File: src/rtl/debounce_pkg.sv
// Shared types and helpers for the input debouncer.
package debounce_pkg;

  typedef enum logic [1:0] {
    ST_LOW    = 2'd0,
    ST_CHK_HI = 2'd1,
    ST_HIGH   = 2'd2,
    ST_CHK_LO = 2'd3
  } db_state_t;

  // Counter width able to hold 0..n-1, never narrower than one bit.
  function automatic int cnt_w(input int n);
    return (n <= 1) ? 1 : $clog2(n);
  endfunction

endpackage

File: src/rtl/bit_synchronizer.sv
// Multi-flop synchronizer for a single asynchronous bit.
// Keeps running regardless of any enable in the surrounding logic.
module bit_synchronizer #(
  parameter int STAGES = 2
) (
  input  logic clk,
  input  logic clr,
  input  logic d,
  output logic q
);

  logic [STAGES-1:0] sync;

  // Shift the raw bit through the flop chain; clear drops all stages to 0.
  always_ff @(posedge clk) begin
    if (clr) sync <= '0;
    else     sync <= {sync[STAGES-2:0], d};
  end

  assign q = sync[STAGES-1];

endmodule

File: src/rtl/input_debounce.sv
// Input debouncer: synchronize raw_in, sample it on a prescaled tick and
// only change level_out after STABLE_CNT consecutive equal samples.
// Optional feature macro DEBOUNCE_EDGE_PULSE_EN: when defined, rise_pulse and
// fall_pulse strobe one cycle after level_out changes; otherwise both are 0.
//
//  state     | meaning
//  ST_LOW    | level_out=0, input stable low
//  ST_CHK_HI | level_out=0, counting consecutive high samples
//  ST_HIGH   | level_out=1, input stable high
//  ST_CHK_LO | level_out=1, counting consecutive low samples
module input_debounce
  import debounce_pkg::*;
#(
  parameter int SYNC_STAGES = 2,
  parameter int PRESCALE    = 1000,
  parameter int STABLE_CNT  = 4
) (
  input  logic clk,
  input  logic clr,
  input  logic raw_in,
  input  logic en,
  output logic level_out,
  output logic sample_tick,
  output logic rise_pulse,
  output logic fall_pulse
);

  localparam int PW = cnt_w(PRESCALE);
  localparam int SW = cnt_w(STABLE_CNT);
  localparam logic [PW-1:0] P_LAST = PW'(PRESCALE - 1);
  localparam logic [SW-1:0] S_LAST = SW'(STABLE_CNT - 1);

  logic          s;
  logic [PW-1:0] pcnt;
  logic [SW-1:0] scnt;
  db_state_t     state;

  bit_synchronizer #(.STAGES(SYNC_STAGES)) u_sync (
    .clk (clk),
    .clr (clr),
    .d   (raw_in),
    .q   (s)
  );

  assign sample_tick = en && (pcnt == P_LAST);

  // Prescaler: free-running modulo counter, frozen (not cleared) while en=0.
  always_ff @(posedge clk) begin
    if (clr)     pcnt <= '0;
    else if (en) pcnt <= (pcnt == P_LAST) ? '0 : pcnt + PW'(1);
  end

  // Debounce FSM: advances only on sample ticks; level_out tracks ST_HIGH/ST_CHK_LO.
  always_ff @(posedge clk) begin
    if (clr) begin
      state     <= ST_LOW;
      scnt      <= '0;
      level_out <= 1'b0;
    end else if (sample_tick) begin
      case (state)
        ST_LOW: begin
          if (s) begin
            state <= ST_CHK_HI;
            scnt  <= SW'(1);
          end
        end
        ST_CHK_HI: begin
          if (!s) begin
            state <= ST_LOW;
            scnt  <= '0;
          end else if (scnt == S_LAST) begin
            state     <= ST_HIGH;
            level_out <= 1'b1;
            scnt      <= '0;
          end else begin
            scnt <= scnt + SW'(1);
          end
        end
        ST_HIGH: begin
          if (!s) begin
            state <= ST_CHK_LO;
            scnt  <= SW'(1);
          end
        end
        ST_CHK_LO: begin
          if (s) begin
            state <= ST_HIGH;
            scnt  <= '0;
          end else if (scnt == S_LAST) begin
            state     <= ST_LOW;
            level_out <= 1'b0;
            scnt      <= '0;
          end else begin
            scnt <= scnt + SW'(1);
          end
        end
        default: begin
          state     <= ST_LOW;
          scnt      <= '0;
          level_out <= 1'b0;
        end
      endcase
    end
  end

`ifdef DEBOUNCE_EDGE_PULSE_EN
  logic level_d;

  // Edge strobes: compare level_out with its one-cycle-delayed copy.
  always_ff @(posedge clk) begin
    if (clr) begin
      level_d    <= 1'b0;
      rise_pulse <= 1'b0;
      fall_pulse <= 1'b0;
    end else begin
      level_d    <= level_out;
      rise_pulse <= level_out & ~level_d;
      fall_pulse <= ~level_out & level_d;
    end
  end
`else
  assign rise_pulse = 1'b0;
  assign fall_pulse = 1'b0;
`endif

endmodule
File: config.mk
export PLATFORM = sky130hd
export DESIGN_NAME = input_debounce
export DESIGN_NICKNAME = d
export VERILOG_FILES = /design/src/rtl/debounce_pkg.sv /design/src/rtl/bit_synchronizer.sv /design/src/rtl/input_debounce.sv
export SDC_FILE = /design/constraint.sdc
export NUM_CORES = 1
export LEC_CHECK = 0
export CAP_MARGIN = 20
export CORE_MARGIN = 2
export CORE_UTILIZATION = 48
export DETAILED_ROUTE_END_ITERATION = 10
export PLACE_DENSITY = 0.69
export SLEW_MARGIN = 25
export SYNTH_ARGS = -nofsm -noshare
export SYNTH_HDL_FRONTEND = slang
export SYNTH_SLANG_ARGS = --single-unit
File: constraint.sdc
create_clock -name clk -period 2.2 [get_ports clk]
set_input_delay 0.44 -clock clk [delete_from_list [all_inputs] [get_ports clk]]
set_output_delay 0.44 -clock clk [all_outputs]
set_load 0.02 [all_outputs]
# Word level (Yosys, flattened, before mapping)
# Cells that the tools add are included.
[totals] ff_bits=17 in_bits=4 output_inout_bits=4 wordCells=44
[op_classes] add_sub_neg=2 n_eq_ne=13 n_mux=18 reduce_logical=6
[op_table] operator="2-to-1 mux 2 bit" count=10
[op_table] operator="case mux 2 bit (4 select lines)" count=2
[op_table] operator="adder 10 x 1 -> 10 bit (second input constant)" count=1
[op_table] operator="== test 10 bit (second input constant)" count=1
[op_table] operator="2-to-1 mux 10 bit" count=1
[op_table] operator="!= test 2 bit (second input constant)" count=4
[op_table] operator="== test 2 bit (second input constant)" count=3
[op_table] operator="AND reduction 6 bit" count=1
[op_table] operator="AND reduction 5 bit" count=1
[op_table] operator="2-to-1 mux 1 bit" count=4
[op_table] operator="!= test 2 x 1 -> 1 bit (second input constant)" count=2
[op_table] operator="!= test 3 x 2 -> 1 bit (second input constant)" count=1
[op_table] operator="!= test 3 bit (second input constant)" count=1
[op_table] operator="AND reduction 3 bit" count=1
[op_table] operator="adder 2 x 1 -> 2 bit (second input constant)" count=1
[op_table] operator="== test 2 x 1 -> 1 bit (second input constant)" count=1
[op_table] operator="zero test 2 bit" count=1
[op_table] operator="case mux 1 bit (2 select lines)" count=1
[op_table] operator="nonzero test 2 bit" count=1
[op_table] operator="logical AND 1 bit" count=1

# Depth between registers and ports, before layout
# Gate-level depths: netlist of run 1.
[logic_depth] word_depth=4 depth_mapped=6 depth_no_buf=5

# Modules after synthesis
# A second synthesis of run 1 with hierarchy kept.
[unflattened] cells_unflattened=87 hier_area_um2=755.7
[modules_own_cells] module="input_debounce" instances=1 cells_each=83 area_per_inst_um2=703.2 seq_area_each_um2=300.3
[modules_own_cells] module="bit_synchronizer" instances=1 cells_each=4 area_per_inst_um2=52.6 seq_area_each_um2=40.0

# Least setup slack after synthesis of run 1
# OpenSTA, ideal clock, no wires.
[synth_path] kind="reg2out" startpoint="register pcnt[0]" endpoint="output sample_tick" arrival_time_ps=1134 required_time_ps=1760 path_slack_ps=626 path_stages_with_launch=6 path_buffers=1 path_cell_list="dfxtp_1 ha_1 and3_1 buf_6 nand2_4 nor2_1"
[synth_between] elab_chain_cells=2
[synth_lines] element="start, declared" line="input_debounce.sv:34" rtl="logic [PW-1:0] pcnt;"
[synth_lines] element="start signal, assigned" line="input_debounce.sv:50" rtl="else if (en) pcnt <= (pcnt == P_LAST) ? '0 : pcnt + PW'(1);"
[synth_lines] element="== test 10 bit" line="input_debounce.sv:45" rtl="assign sample_tick = en && (pcnt == P_LAST);"
[synth_lines] element="logical AND 1 bit" line="input_debounce.sv:45"
[synth_lines] element="end, declared" line="input_debounce.sv:23" rtl="output logic sample_tick,"
# Every way passes these cells.

# Worst setup path in the final report of run 1
[layout_path] startpoint="input en" endpoint="output sample_tick"
[layout_between] elab_chain_cells=1
[layout_lines] element="start, declared" line="input_debounce.sv:21" rtl="input logic en,"
[layout_lines] element="logical AND 1 bit" line="input_debounce.sv:45"
# Every way passes these cells.

==> results of run 1 <==
==> cell usage in the layout (no fill, tap or decap), drive strengths merged, types with 2 or more instances in the layout <==
| cell type | synthesis | layout |
|---|---|---|
| nor2b | 2 | 2 |
| nand3 | 5 | 5 |
| nor2 | 10 | 10 |
| o21ai | 6 | 6 |
| inv | 3 | 3 |
| or3 | 3 | 3 |
| nand4 | 4 | 4 |
| clkdlybuf4s50 | 0 | 4 |
| a21oi | 2 | 2 |
| xnor2 | 2 | 2 |
| nand2 | 10 | 10 |
| buf | 3 | 8 |
| clkbuf | 1 | 3 |
| ha | 2 | 2 |
| xor2 | 5 | 5 |
| conb | 1 | 2 |
| dfxtp | 17 | 17 |
| and2 | 2 | 2 |
| mux2i | 2 | 2 |
==> power breakdown <==
group          switching, mW  internal [mW]  leakage (nW)
logic                 0.0177         0.0166         0.227
clock network          0.102         0.0678        0.0177
registers            0.00642          0.315         0.138
==> final cells by class <==
type | count | area [um^2] | area share
clock buffers | 3 | 22.52 | 0.02381
clock inverters | 1 | 5.005 | 0.005291
inverters | 3 | 11.26 | 0.01190
multi-input cells | 69 | 437.9 | 0.4630
flip-flops and latches | 17 | 340.3 | 0.3598
well taps | 16 | 20.02 | 0.02116
repair buffers | 13 | 108.9 | 0.1151
==> critical path: cells and delay by family <==
family,cells,cell delay [ns]
buffers and inverters,2,0.81
and+or+nand+nor,3,0.34
==> timing repair <==
item                       in CTS  in global routing
hold buffers                    0                  0
resized for setup               1                  0
setup endpoints to repair       1                  0
==> synth_stat cells (all sizes together) <==
cell | instances | area share
or3 | 3 | 0.023
nor3b | 1 | 0.023
nor2 | 10 | 0.046
a21oi | 2 | 0.012
o211ai | 1 | 0.0092
nand4 | 4 | 0.031
a41o | 1 | 0.012
o311ai | 1 | 0.011
ha | 2 | 0.031
buf | 3 | 0.032
a31oi | 1 | 0.0077
and3 | 1 | 0.0077
inv | 3 | 0.014
o22ai | 1 | 0.0077
or2 | 1 | 0.0077
clkbuf | 1 | 0.0046
o21ai | 6 | 0.037
o41ai | 1 | 0.011
xnor2 | 2 | 0.021
xor2 | 5 | 0.054
or4 | 1 | 0.014
and2 | 2 | 0.015
a31o | 1 | 0.011
mux2i | 2 | 0.025
conb | 1 | 0.0046
dfxtp | 17 | 0.42
nand3 | 5 | 0.031
and4 | 1 | 0.011
nor2b | 2 | 0.015
nand2 | 10 | 0.055
==> cell families (layout without fill, tap and decap cells) <==
logic type,after synthesis,after routing
compound gates,15,15
xor+xnor,7,7
fa+ha+maj,2,2
buf+inv,7,20
flops,17,17
mux,2,2
other cells,1,2
simple gates,41,41
==> registers in the layout, summed over array words and instances, names as in the netlist, named ones only <==
signal	flops
u_sync.sync	2
pcnt	10
scnt	2
level_out	1
state	1
==> path summary, 6_finish.rpt <==
check | from | endpoint | cells after the start | slack [ns]
worst max register to register | pcnt[0] | state[0] | 6 | 0.56
worst min register to register | u_sync.sync[0] | u_sync.sync[1] | 1 | 0.46
worst min-delay path | u_sync.sync[0] | u_sync.sync[1] | 1 | 0.46
worst max-delay path | en | sample_tick | 5 | 0.18
==> per-stage QoR <==
stage	hold WS [ns]	setup slack [ns]	setup TNS, ns	util	instances
after floorplan	0.4138	0.6259	0	-	93
after global placement	0.4417	-0.1265	-0.1265	0.5966	118
after detailed placement	0.4409	-0.1048	-0.1048	0.5966	118
after CTS	0.4634	0.1726	0	0.6136	122
after global routing	0.4833	0.1221	0	0.6136	122
final	0.4583	0.1778	0	0.6136	122
==> per-layer routing <==
layer,GRT usage,up-vias,part of all wire
met5,0,-,0
li1,-,348,-
met1,0.2334,312,0.48
met2,0.2886,12,0.46
met3,0.04800,4,0.031
met4,0.1412,0,0.025
==> impl_metrics.tcl, run 1 <==
set metrics [dict create \
    fp-row-count 14 \
    irDropWorstVdd_uv 397.6 \
    slew_viol_final 0 \
    ant_nets 0 \
    area_growth_syn_to_layout_pct 15.95 \
    fin_area_um2 945.9 \
    antenna_found_initial 0 \
    power_density_nw_per_um2 555.0 \
    fin_worst_skew_ns 0.01335 \
    hold_class "flip-flop to flip-flop" \
    port_buffers 5 \
    crit_fanout 2 \
    place_area_um2 919.6 \
    syn_inst 92 \
    cp.arrival_ns 1.58 \
    drt-pass1-iter-count 4 \
    power.leakage_nw 0.3822 \
    vias_per_cell 5.541 \
    synth_area_um2 815.8 \
    overflow 0 \
    grt_pass1_wl_um 2711 \
    synth.avg_cell_area_um2 8.867 \
    cp_data_required_time_ns 1.76 \
    synth_xor_area_frac 0.07515 \
    finalCritPeriodShare 0.9192 \
    drtIter0Drc 13 \
    criticalPathCategory "input port to primary output" \
    cp_cell_sequence "clkdlybuf4s50_1 -> and3_1 -> nand2_4 -> nor2_1 -> dlygate4sd2_1" \
    antenna_cells 0 \
    cts_tree "done" \
    status "finished, final reports clean" \
    finalSetupViolations 0 \
    pin_count 8 \
    cp_slowest_stage_delay_ns 0.47 \
    n_fill_cell 140 \
    grt_pass1_vias 633 \
    synth_top_family_by_area "simple AND/OR/NAND/NOR gates" \
    finalHoldViolCount 0 \
    cpMaxStageDelayCell "clkdlybuf4s50_1" \
    clock.fmax_ghz 0.4945 \
    fin_total_pwr_mw 0.5250 \
    initial_core_util 0.5292 \
    vias 676 \
    fin_crit_ns 2.022 \
    dieArea_um2 2045 \
    clockRootBuffer "clkbuf_4" \
    synth-compound-area-share 0.1181 \
    crit_path_end_kind "primary output" \
    yosysWarnings 0 \
    drive_above_1_share 0.1509 \
    nets 113 \
    worstSetupStartpointType "input port" \
    clk_latency_ns 0.30 \
    die_y_um 45.23 \
    wl_per_cell_um 12.75 \
    numCtsBuffers 3 \
    cts.clk_slew.worst_paths_ns 0.11 \
    numClockSinks 17 \
    die_width_um 45.23 \
    synthAdderAreaFrac 0.03067 \
    grt_max_degree 11 \
    yosysSeqAreaShare 0.4172 \
    core_area_um2 1541 \
    yosys_register_bits 17 \
    drv_cap 0 \
    track_usage 0.1914 \
    wl_um 1556 \
    synth_mux_area_frac 0.02454 \
    yosysUniqueCellTypes 33 \
    dpl.hpwl_um 1187 \
    clock_path_buffers 2 \
    htree_num_levels 1 \
    post_cts_buffers 0 \
    gp_congestion 0.8141 \
    yosys.area_share.simple 0.2791 \
    drcViolationCount 0 \
    rsz0062_at_grt "false" \
]
No activity file was read; power rests on OpenSTA's default activity.
==> inputs of run 2 (changes only) <==
- CAP_MARGIN: 20 -> unset
==> results of run 2 <==
The final DEF is identical to that of run 1; final timing and power are the same.
